### src/rtl/spi_pkg.sv
// Shared constants and types for the SPI responder.
package spi_pkg;

  localparam int unsigned SPI_WIDTH       = 16;
  localparam int unsigned SPI_SYNC_STAGES = 2;
  localparam int unsigned SPI_CNT_W       = $clog2(SPI_WIDTH + 2);

  typedef enum logic {
    IDLE   = 1'b0,
    ACTIVE = 1'b1
  } spi_state_e;

endpackage

### src/rtl/sync_edge.sv
// Multi-flop input synchronizer with one history flop for edge detection.
// Edges are suppressed until the chain and history hold real samples taken
// after reset, so a level already present at reset release is not an edge.
module sync_edge #(
  parameter int unsigned STAGES  = 2,
  parameter bit          RST_VAL = 1'b0
) (
  input  logic clk,
  input  logic rst,
  input  logic din_i,
  output logic level_o,
  output logic rise_o,
  output logic fall_o
);

  logic [STAGES-1:0] sync_q;
  logic              hist_q;
  logic [STAGES:0]   vld_q;

  // Synchronizer chain, history flop and post-reset fill tracker.
  always_ff @(posedge clk or posedge rst) begin
    if (rst) begin
      sync_q <= {STAGES{RST_VAL}};
      hist_q <= RST_VAL;
      vld_q  <= '0;
    end else begin
      sync_q <= {sync_q[STAGES-2:0], din_i};
      hist_q <= sync_q[STAGES-1];
      vld_q  <= {vld_q[STAGES-1:0], 1'b1};
    end
  end

  assign level_o = sync_q[STAGES-1];
  assign rise_o  = vld_q[STAGES] & sync_q[STAGES-1] & ~hist_q;
  assign fall_o  = vld_q[STAGES] & ~sync_q[STAGES-1] & hist_q;

endmodule

### src/rtl/spi_slave_resp.sv
// SPI mode-0 responder: receives one WIDTH-bit command per SS_n frame while
// shifting out a response word latched at frame start.
module spi_slave_resp
  import spi_pkg::*;
#(
  parameter int unsigned WIDTH       = SPI_WIDTH,
  parameter int unsigned SYNC_STAGES = SPI_SYNC_STAGES
) (
  input  logic             clk,
  input  logic             rst,
  input  logic             SS_n,
  input  logic             SCLK,
  input  logic             MOSI,
  output logic             MISO,
  output logic             MISO_oe,
  input  logic [WIDTH-1:0] tx_data,
  output logic [WIDTH-1:0] rx_data,
  output logic             rdy,
  input  logic             clr_rdy,
  output logic             frame_err
);

  localparam int unsigned CNT_W = $clog2(WIDTH + 2);

  logic ss_rise, ss_fall, ss_level_unused;
  logic sclk_rise, sclk_fall, sclk_level_unused;
  logic mosi_level, mosi_unused_rise, mosi_unused_fall;

  spi_state_e       state_q;
  logic [WIDTH-2:0] tx_shift_q;   // response bits still to send after MISO
  logic [WIDTH-1:0] rx_shift_q;
  logic [CNT_W-1:0] bit_cnt_q;
  logic             miso_q;
  logic             miso_oe_q;
  logic [WIDTH-1:0] rx_data_q;
  logic             rdy_q;
  logic             frame_err_q;

  sync_edge #(.STAGES(SYNC_STAGES), .RST_VAL(1'b1)) u_sync_ss (
    .clk     (clk),
    .rst     (rst),
    .din_i   (SS_n),
    .level_o (ss_level_unused),
    .rise_o  (ss_rise),
    .fall_o  (ss_fall)
  );

  sync_edge #(.STAGES(SYNC_STAGES), .RST_VAL(1'b0)) u_sync_sclk (
    .clk     (clk),
    .rst     (rst),
    .din_i   (SCLK),
    .level_o (sclk_level_unused),
    .rise_o  (sclk_rise),
    .fall_o  (sclk_fall)
  );

  sync_edge #(.STAGES(SYNC_STAGES), .RST_VAL(1'b0)) u_sync_mosi (
    .clk     (clk),
    .rst     (rst),
    .din_i   (MOSI),
    .level_o (mosi_level),
    .rise_o  (mosi_unused_rise),
    .fall_o  (mosi_unused_fall)
  );

  // Frame FSM with shift registers, bit counter and registered outputs.
  always_ff @(posedge clk or posedge rst) begin
    if (rst) begin
      state_q     <= IDLE;
      tx_shift_q  <= '0;
      rx_shift_q  <= '0;
      bit_cnt_q   <= '0;
      miso_q      <= 1'b0;
      miso_oe_q   <= 1'b0;
      rx_data_q   <= '0;
      rdy_q       <= 1'b0;
      frame_err_q <= 1'b0;
    end else begin
      frame_err_q <= 1'b0;
      // A frame completion below overrides this clear.
      if (clr_rdy) rdy_q <= 1'b0;
      case (state_q)
        IDLE: begin
          if (ss_fall) begin
            state_q    <= ACTIVE;
            miso_q     <= tx_data[WIDTH-1];
            tx_shift_q <= tx_data[WIDTH-2:0];
            rx_shift_q <= '0;
            bit_cnt_q  <= '0;
            miso_oe_q  <= 1'b1;
          end
        end
        ACTIVE: begin
          if (ss_rise) begin
            state_q   <= IDLE;
            miso_q    <= 1'b0;
            miso_oe_q <= 1'b0;
            if (bit_cnt_q == CNT_W'(WIDTH)) begin
              rx_data_q <= rx_shift_q;
              rdy_q     <= 1'b1;
            end else begin
              frame_err_q <= 1'b1;
            end
          end else begin
            if (sclk_rise) begin
              rx_shift_q <= {rx_shift_q[WIDTH-2:0], mosi_level};
              if (bit_cnt_q != CNT_W'(WIDTH + 1)) bit_cnt_q <= bit_cnt_q + CNT_W'(1);
            end
            // A fall before the first rise is a glitch and must not shift.
            if (sclk_fall && (bit_cnt_q != '0)) begin
              miso_q     <= tx_shift_q[WIDTH-2];
              tx_shift_q <= {tx_shift_q[WIDTH-3:0], 1'b0};
            end
          end
        end
        default: state_q <= IDLE;
      endcase
    end
  end

  assign MISO      = miso_q;
  assign MISO_oe   = miso_oe_q;
  assign rx_data   = rx_data_q;
  assign rdy       = rdy_q;
  assign frame_err = frame_err_q;

endmodule

### config.mk
export PLATFORM = sky130hd
export DESIGN_NAME = spi_slave_resp
export DESIGN_NICKNAME = d
export VERILOG_FILES = /design/src/rtl/spi_pkg.sv /design/src/rtl/sync_edge.sv /design/src/rtl/spi_slave_resp.sv
export SDC_FILE = /design/constraint.sdc
export NUM_CORES = 1
export LEC_CHECK = 0
export BUFFER_PORTS_ARGS = -buffer_cell sky130_fd_sc_hd__buf_4
export CAP_MARGIN = 20
export CORE_ASPECT_RATIO = 0.5
export CORE_MARGIN = 4
export CORE_UTILIZATION = 55
export DETAILED_ROUTE_END_ITERATION = 12
export PLACE_DENSITY = 0.79
export SLEW_MARGIN = 20
export SYNTH_ARGS = -nofsm -noshare
export SYNTH_HDL_FRONTEND = slang
export SYNTH_SLANG_ARGS = --single-unit
### constraint.sdc
create_clock -name clk -period 2.22 [get_ports clk]
set_input_delay 0 -clock clk [delete_from_list [all_inputs] [get_ports clk]]
set_output_delay 0 -clock clk [all_outputs]
set_load 0.02 [all_outputs]
==> key figures, run 1 <==
Final layout
  • Fin nets: between 300 and 400
  • Fillers: ~370
  • Finished Layout Cells: around 370
  • Layout area overhead: 21.1%
  • Antenna Cells: 0
  • Util after Layout: a little under three quarters
  • Sequential Area: 1710 µm²
  • Share of layout cells above drive strength 1: around 40%
  • Multi-input logic area: around 1200 µm²

GRT
  • Initial antenna violation count: 0
  • Gr usage total: about a fifth
  • Overflow after GRT: 0
  • Vias in the first global route: approximately 2000
  • First-pass GRT wire length: roughly 9.8 mm
  • Pin count of the biggest net entering global routing: 69

STA
  • Tmin final: 2070 ps
  • Slew HR: 58.1%
  • Max Slew Vio Count: 0
  • Worst slew pin tran: approximately 630 ps
  • RSZ-0062 raised after global routing: false
  • Period utilization: 93.2%
  • Number of setup violations in the final report: 0
  • Final Hold Viols: 0
  • Clock Skew: between 5 and 6 ps
  • FMAX: just under 500 MHz

Floorplan
  • Die Height: about 60 µm
  • Core footprint: roughly 5100 µm²
  • Ports: 42
  • DIE WIDTH: approximately 110 µm
  • Die area: around 6800 µm²
  • Rows: 18
  • Starting Density: 59.2%

Power
  • Max VDD drop: ~0.00067 V
  • Lkg Pwr: ~1.8 nW
  • Pwr dens: 897 nW/µm²

Placement
  • I/O Buffers: 41
  • Routability cong.: between 0.7 and 0.8
  • Post-placement cell count: about 340
  • Detailed Place HPWL: around 3.7 mm

Logic synthesis
  • Post-Synth XOR/XNOR Area: 0%
  • Cells after synthesis: 237
  • Post-Syn Area: just over 3000 µm²
  • Simple-gate portion of the synthesized area: 9.14%
  • Yosys warnings: 0
  • Adder-Cell Fraction of Synth Area: 1.24%
  • Avg Cell Area, Syn: approximately 13 µm²
  • Synth area leader: dfrtp_1
  • Post-synth cell types: 39
  • Multiplexer area fraction after synthesis: between 10% and 20%
  • Area contributors post-synth: dfrtp_1, mux2_2, mux2_4
  • Largest family of logic cells by synthesized area: multiplexers
  • Synthesized flop and latch total: a little under 70
  • Area share of the largest cell type after synthesis: 53.7%
  • Synthesized Nets: 262
  • Compound-Gate Fraction of Synth Area: 10.3%
  • Sequential-to-total area share from yosys stat: around 56%

Flow run
  • Max Cap Violations: 0

Setup path
  • CP startpoint kind: register
  • R2R Setup Slk: 150 ps
  • Reg-to-reg startpoint: bit_cnt_q[1]
  • WP data required: roughly 2500 ps
  • RR Endpoint: tx_shift_q[5]
  • Worst r2r path cells: 5
  • CP max FO: 15
  • Critical path capture point type: register
  • CP Data Arrival Time: around 2300 ps
  • Worst Path Class, Setup: reg -> reg

Run status
  • Status: completed

Drt
  • Vias/cell: between 5 and 6
  • DRT Pass-1 Iters: 4
  • Residual DRC: 0
  • DR vias: 1982
  • Post-DR wirelength/cell: 15.6 µm
  • DRT iter0 DRCs: roughly 130
  • Final wirelength: ~5.7 mm
  • Post-route ant nets: 0

Clock network
  • CTS tree: built
  • Postcts setup bufs: 0
  • Clock-pin slew on the worst setup and hold paths: ~70 ps
  • Total CTS buffers: 9
  • Clk Tree Root Cell: clkbuf_8
  • CTS Buffer Depth: 2
  • Sink Count: 68
  • Worst-Skew Late Latency: about 340 ps
  • Max H-tree Level: 3

Hold path
  • Hold Path Class: in -> reg
  • Worst hold path stage count: 3
  • Worst Hold End: tx_shift_q[4]
  • Hold wc startpoint: tx_data[4]
-- cell type report --
class / count / share of cell area [%]
repair buffers: 55 / 12.2
multi-input cells: 149 / 33.1
clock inverters: 1 / 0.137
clock buffers: 15 / 4.81
inverters: 8 / 0.819
well taps: 70 / 2.39
flip-flops and latches: 68 / 46.5
-- cells in the mapped netlist (all sizes together) --
cell type  count
and3           1
a21o           1
and2b          2
inv            8
o22a           1
a21oi          2
nor2b          1
nand2         24
a31oi          2
mux2          45
nand2b         3
o22ai          2
nor2           9
dfstp          3
nand3          3
clkbuf         5
nand4          1
buf            7
a311oi         2
dfrtp         65
nand3b         1
a221o          1
a32oi          1
nor4bb         1
nor3           2
conb           1
o21ai         38
nor4b          2
ha             3
-- placed cells by master, fill, tap and decap left out, types with 7 or more instances in the layout --
cell           synthesis  final
o21ai_0               34     34
nor2_1                 7      7
nand2_1               24     24
clkbuf_8               0     12
buf_4                  0     45
mux2_4                18     18
mux2_2                27     27
inv_1                  8      7
dlygate4sd3_1          0      9
dfrtp_1               65     65
-- metrics by stage --
step	setup WS [ps]	cell area (µm²)	setup TNS [ps]	hold slack (ps)	power (mW)
2_1_floorplan	500	3030	0	4.48	2.16
3_3_place_gp	96.1	3390	0	103	2.30
3_5_place_dp	-48.9	3390	-222	111	2.36
4_1_cts	167	3660	0	4.13	3.33
5_1_grt	44.7	3660	0	3.75	3.48
6_report	152	3660	0	21.1	3.29
-- metal layers --
metal	part of all wire [%]	track usage [%]	vias up
li1	-	-	938
met1	46	24.0	964
met5	0	0	-
met2	46	29.3	72
met3	6.8	8.47	8
met4	1.5	8.05	0
-- repair_timing --
action                                 in CTS  in global routing
endpoints found under the hold margin      73                  0
setup endpoints to repair                  10                  0
hold buffers                                9                  0
gates resized for setup                     1                  0
-- logic make-up after synthesis --
group                      count (synthesis)
AOI/OAI and AO/OA                         50
adders and majority gates                  3
buffers and inverters                     20
DFF                                       68
muxes                                     45
other                                      1
and+or+nand+nor                           50
-- worst max-delay path, cell delays in order, from the launching register on --
cell	delay (ps)
dfrtp_1	420
inv_1	110
ha_1	290
a311oi_2	180
o21ai_4	540
mux2_2	400
-- worst max path at each step --
stage	end	cells past startpoint	slack, ps	startpoint
5_1_grt	tx_shift_q[4]	5	40	bit_cnt_q[1]
3_5_place_dp	tx_shift_q[4]	5	-50	bit_cnt_q[0]
2_1_floorplan	tx_shift_q[10]	6	500	bit_cnt_q[1]
4_1_cts	tx_shift_q[4]	5	170	bit_cnt_q[1]
6_report	tx_shift_q[5]	5	150	bit_cnt_q[1]
3_3_place_gp	tx_shift_q[8]	5	100	bit_cnt_q[1]
-- flip-flops by register name (all words and copies together), names as in the netlist --
register	flops
MISO	1
MISO_oe	1
bit_cnt_q	5
frame_err	1
rdy	1
rx_data	16
rx_shift_q	16
state_q	1
tx_shift_q	15
u_sync_mosi.sync_q	2
u_sync_sclk.hist_q	1
u_sync_sclk.sync_q	2
u_sync_sclk.vld_q	1
u_sync_ss.hist_q	1
u_sync_ss.sync_q	2
u_sync_ss.vld_q	2
-- where the power goes --
group | switching, mW | internal [mW]
Clock | 0.429 | 0.497
Sequential | 0.165 | 1.46
Combinational | 0.311 | 0.424
Total | 0.905 | 2.38
Note: power is estimated with default switching activity, not from simulation.
==> run 2, diff against run 1 <==
clock period = 2 ns   (was 2.22 ns; I/O delays follow)
==> run 2 against run 1 <==
First-iteration DRC count is 36% lower. Via count is 0.15% lower. Hold slack worse by 10 ps. Critical path type unchanged. Largest cell class unchanged.
==> key figures, run 2 (synthesis gave the netlist of run 1 again) <==
Run status
  • Status: completed

Drt
  • DRT Pass-1 Iters: 4
  • Residual DRC: 0
  • Post-route ant nets: 0
  • DR vias: around 2000
  • DRT iter0 DRCs: 84
  • Final wirelength: 5.59 mm
  • Uppermost layer routed: met4
  • Vias/cell: 5.36
  • Post-DR wirelength/cell: ~15 µm
  • WL met3: around 280 µm
  • WL met1: ~2.6 mm
  • Routed wl met2: approximately 2.6 mm

Power
  • Pwr dens: 1020 nW/µm²
  • Max VDD drop: 0.000632 V
  • Lkg Pwr: about 1.8 nW

Hold path
  • Worst hold path stage count: 3
  • Worst Hold End: tx_shift_q[7]
  • Hold wc startpoint: tx_data[7]
  • Hold Path Class: in -> reg

Floorplan
  • Ports: 42
  • Rows: 18
  • DIE WIDTH: between 100 and 150 µm
  • Die area: around 7000 µm²
  • Starting Density: between 50% and 60%
  • Core footprint: about 5100 µm²
  • Die Height: ~60 µm

STA
  • Worst Hold Slack: between 10 and 15 ps
  • Worst slew pin tran: roughly 570 ps
  • RSZ-0062 raised after global routing: false
  • Clock Skew: 8.25 ps
  • Tmin final: around 1800 ps
  • Slew HR: between 60% and 70%
  • Period utilization: slightly above 90%
  • Slack of the critical path: approximately 160 ps
  • Final Hold Viols: 0
  • Number of setup violations in the final report: 0
  • Max Slew Vio Count: 0
  • FMAX: roughly 540 MHz

Clock network
  • Sink Count: between 60 and 70
  • Clock-pin slew on the worst setup and hold paths: 70 ps
  • Total CTS buffers: 9
  • Clk Tree Root Cell: clkbuf_8
  • CTS Buffer Depth: 2
  • CTS tree: built
  • Max H-tree Level: 3
  • Worst-Skew Late Latency: roughly 350 ps

Setup path
  • WP data required: between 2000 and 2500 ps
  • Critical path capture point type: register
  • CP startpoint kind: register
  • Worst Path Class, Setup: reg -> reg
  • R2R Setup Slk: about 160 ps
  • Worst Setup SP: bit_cnt_q[1]
  • CP Data Arrival Time: about 2100 ps
  • RR Endpoint: tx_shift_q[2]
  • Reg-to-reg startpoint: bit_cnt_q[1]
  • Worst r2r path cells: 6
  • CP max FO: 15

GRT
  • Vias in the first global route: a little over 2000
  • Pin count of the biggest net entering global routing: 69
  • Initial antenna violation count: 0
  • Gr usage total: a little under a fifth
  • Overflow after GRT: 0
  • First-pass GRT wire length: roughly 9.7 mm

Final layout
  • Util after Layout: 72.5%
  • Commonest non-fill, non-tap cell in the layout: dfrtp_1
  • Antenna Cells: 0
  • Fin area: around 3700 µm²
  • Share of layout cells above drive strength 1: 42.5%
  • Layout area overhead: 22.5%
  • Sequential Area: ~1700 µm²
  • Multi-input logic area: 1210 µm²
  • Most frequent cells in the layout: dfrtp_1, buf_4, o21ai_0
  • Fillers: 347
  • Fin nets: approximately 320

Placement
  • DP Area: around 3400 µm²
  • Detailed Place HPWL: between 3 and 4 mm
  • Routability cong.: about 0.8
  • Pre-CTS WS: -201 ps
  • I/O Buffers: slightly above 40

Flow run
  • Max Cap Violations: 0
## run 2: changes by cell type in the layout (fill, tap and decap cells not counted), moves of 2 or more
cell | previous run | this run
clkinv_4 | 0 | 2
dlygate4sd3_1 | 9 | 5
clkinvlp_4 | 0 | 2
clkbuf_8 | 12 | 9
buf_4 | 45 | 51
clkbuf_1 | 3 | 0
## run 2: through the flow
stage          std cells  TNS [ps]  power [mW]
6_report             369         0        3.77
5_1_grt              369         0        3.98
4_1_cts              369         0        3.80
3_5_place_dp         347     -2160        2.64
3_3_place_gp         347     -1150        2.59
2_1_floorplan        237         0        2.40
## run 2: worst max path at each step
stage	endpoint	cells past startpoint
4_1_cts	rx_data[15]	5
6_report	tx_shift_q[2]	6
2_1_floorplan	tx_shift_q[10]	6
3_5_place_dp	tx_shift_q[8]	5
5_1_grt	bit_cnt_q[2]	6
3_3_place_gp	tx_shift_q[4]	5
## run 2: worst max-delay path, cell delays in order (launching register included)
cell,delay (ps)
dfrtp_1,410
inv_1,100
ha_1,250
a311oi_2,390
o21ai_4,110
buf_12,170
mux2_4,300
## run 2: what timing repair did
item,4_1_cts,5_1_grt
setup buffers,1,0
gates resized for setup,1,0
setup endpoints to repair,14,0
hold buffers,5,0
endpoints found under the hold margin,69,0
## run 2: layer usage
layer	vias up	global-route usage, %
met1	980	24.0
met2	42	29.6
met4	0	6.16
li1	947	-
met5	-	0
met3	10	6.47
## run 2: layout make-up
cell class / instances / area share (%)
flip-flops and latches: 68 / 46.0
multi-input cells: 149 / 32.7
repair buffers: 58 / 12.8
clock buffers: 9 / 3.34
well taps: 70 / 2.36
clock inverters: 7 / 2.06
inverters: 8 / 0.810
## run 2: power by group
| part | internal [mW] | switching (mW) |
|---|---|---|
| Sequential | 1.62 | 0.147 |
| Combinational | 0.503 | 0.374 |
| Clock | 0.581 | 0.545 |
==> run 3, diff against run 2 <==
BUFFER_PORTS_ARGS = -buffer_cell sky130_fd_sc_hd__buf_2   (was -buffer_cell sky130_fd_sc_hd__buf_4)
==> run 3 against run 2 <==
Utilization down 0.81 points. Die area unchanged. Worst setup slack gained 2.8 ps. Highest routed layer unchanged.
==> key figures, run 3 (synthesis gave the netlist of run 1 again) <==
STA
  • Final Hold Viols: 0
  • Worst Hold Slack: around 10 ps
  • FMAX: between 500 and 600 MHz
  • Clock Skew: 17.4 ps
  • Period utilization: 92.1%
  • Number of setup violations in the final report: 0
  • Slew HR: between 60% and 70%
  • Tmin final: 1840 ps
  • RSZ-0062 raised after global routing: false
  • Max Slew Vio Count: 0
  • Worst slew pin tran: between 500 and 600 ps

Clock network
  • Clk Tree Root Cell: clkbuf_8
  • Sink Count: a little under 70
  • CTS tree: built
  • Worst-Skew Late Latency: between 300 and 400 ps
  • CTS Buffer Depth: 2
  • Total CTS buffers: 9
  • Max H-tree Level: 3
  • Clock-pin slew on the worst setup and hold paths: 80 ps

Floorplan
  • Core footprint: about 5100 µm²
  • Die Height: approximately 60 µm
  • Rows: 18
  • DIE WIDTH: between 100 and 150 µm
  • Die area: between 6000 and 7000 µm²
  • Starting Density: roughly 59%
  • Ports: between 40 and 50

Setup path
  • Worst Setup SP: u_sync_ss.sync_q[1]
  • Worst Path Class, Setup: reg -> reg
  • CP Data Arrival Time: 2080 ps
  • WP data required: roughly 2200 ps
  • CP startpoint kind: register
  • CP max FO: 17
  • Critical path capture point type: register
  • Reg-to-reg startpoint: u_sync_ss.sync_q[1]

GRT
  • Initial antenna violation count: 0
  • Gr usage total: around a fifth
  • Vias in the first global route: about 2100
  • First-pass GRT wire length: between 9 and 10 mm
  • Pin count of the biggest net entering global routing: 69
  • Overflow after GRT: 0

Drt
  • DR vias: around 2000
  • Vias/cell: 5.42
  • Post-route ant nets: 0
  • Residual DRC: 0
  • DRT iter0 DRCs: ~130
  • Final wirelength: ~5.8 mm
  • DRT Pass-1 Iters: 4
  • Post-DR wirelength/cell: ~16 µm

Final layout
  • Layout area overhead: 21.2%
  • Antenna Cells: 0
  • Fillers: 337
  • Share of layout cells above drive strength 1: ~42%
  • Commonest non-fill, non-tap cell in the layout: dfrtp_1
  • Multi-input logic area: about 1200 µm²
  • Sequential Area: 1710 µm²
  • Most frequent cells in the layout: dfrtp_1, buf_2, o21ai_0
  • Fin nets: ~320

Power
  • Total power: a little under 4 mW
  • Lkg Pwr: between 1.5 and 2 nW
  • Max VDD drop: 0.000750 V
  • Pwr dens: about 1100 nW/µm²

Placement
  • Routability cong.: 0.834
  • I/O Buffers: 41
  • Detailed Place HPWL: roughly 3.8 mm

Hold path
  • Hold wc startpoint: tx_data[4]
  • Hold Path Class: in -> reg

Flow run
  • Max Cap Violations: 0

Run status
  • Status: completed
run 3: repair_timing:
| action | CTS | global route |
|---|---|---|
| hold endpoints to repair | 72 | 0 |
| pin swaps | 0 | 1 |
| setup buffers | 0 | 1 |
| setup endpoints to repair | 14 | 14 |
| gates resized for setup | 1 | 0 |
| hold buffers | 8 | 0 |
run 3: worst max-delay path: stages, from the launching register on:
cell and delay, ps:
dfstp_2 540, buf_4 170, nand2b_4 100, nor2_4 150, nand4_4 350, mux2_4 420
run 3: cell type report:
| cell class | count | area share, % |
|---|---|---|
| Multi-Input combinational cell | 149 | 33.1 |
| Tap cell | 70 | 2.39 |
| Inverter | 8 | 0.819 |
| Sequential cell | 68 | 46.5 |
| Clock buffer | 10 | 3.75 |
| Clock inverter | 6 | 2.56 |
| Timing Repair Buffer | 61 | 10.9 |
run 3: path summary, 6_finish.rpt:
| path | slack (ps) | cells after the start | end |
|---|---|---|---|
| hold / removal | 10 | 3 | tx_shift_q[4] |
| hold reg to reg | 350 | 0 | u_sync_mosi.sync_q[1] |
| setup / recovery | 160 | 5 | rx_data[0] |
| min in group asynchronous | 300 | 4 | u_sync_mosi.sync_q[1] |
| setup reg to reg | 160 | 5 | rx_data[0] |
| max in group asynchronous | 1380 | 4 | u_sync_ss.sync_q[0] |
run 3: routing by layer:
metal	up-vias	wire (µm)	part of all wire, %	global-route usage [%]
met3	14	290	5.0	5.98
li1	950	-	-	-
met2	55	2720	47	30.1
met4	0	127	2.2	8.90
met5	-	0	0	0
met1	998	2630	46	24.1
run 3: power by group:
group	leakage, nW	switching [mW]	total [mW]	internal, mW
Sequential	0.875	0.152	1.77	1.62
Combinational	0.822	0.372	0.858	0.486
Clock	0.113	0.549	1.29	0.746
run 3: metrics by stage:
stage	worst slack (ps)	area, µm²	std cells	util (%)	TNS, ps
after floorplan	280	3030	237	-	0
after global placement	-118	3330	347	65.1	-1110
after detailed placement	-211	3330	347	65.1	-2350
after CTS	12.3	3650	371	71.3	0
after global routing	26.2	3670	372	71.7	0
final	158	3670	372	71.7	0
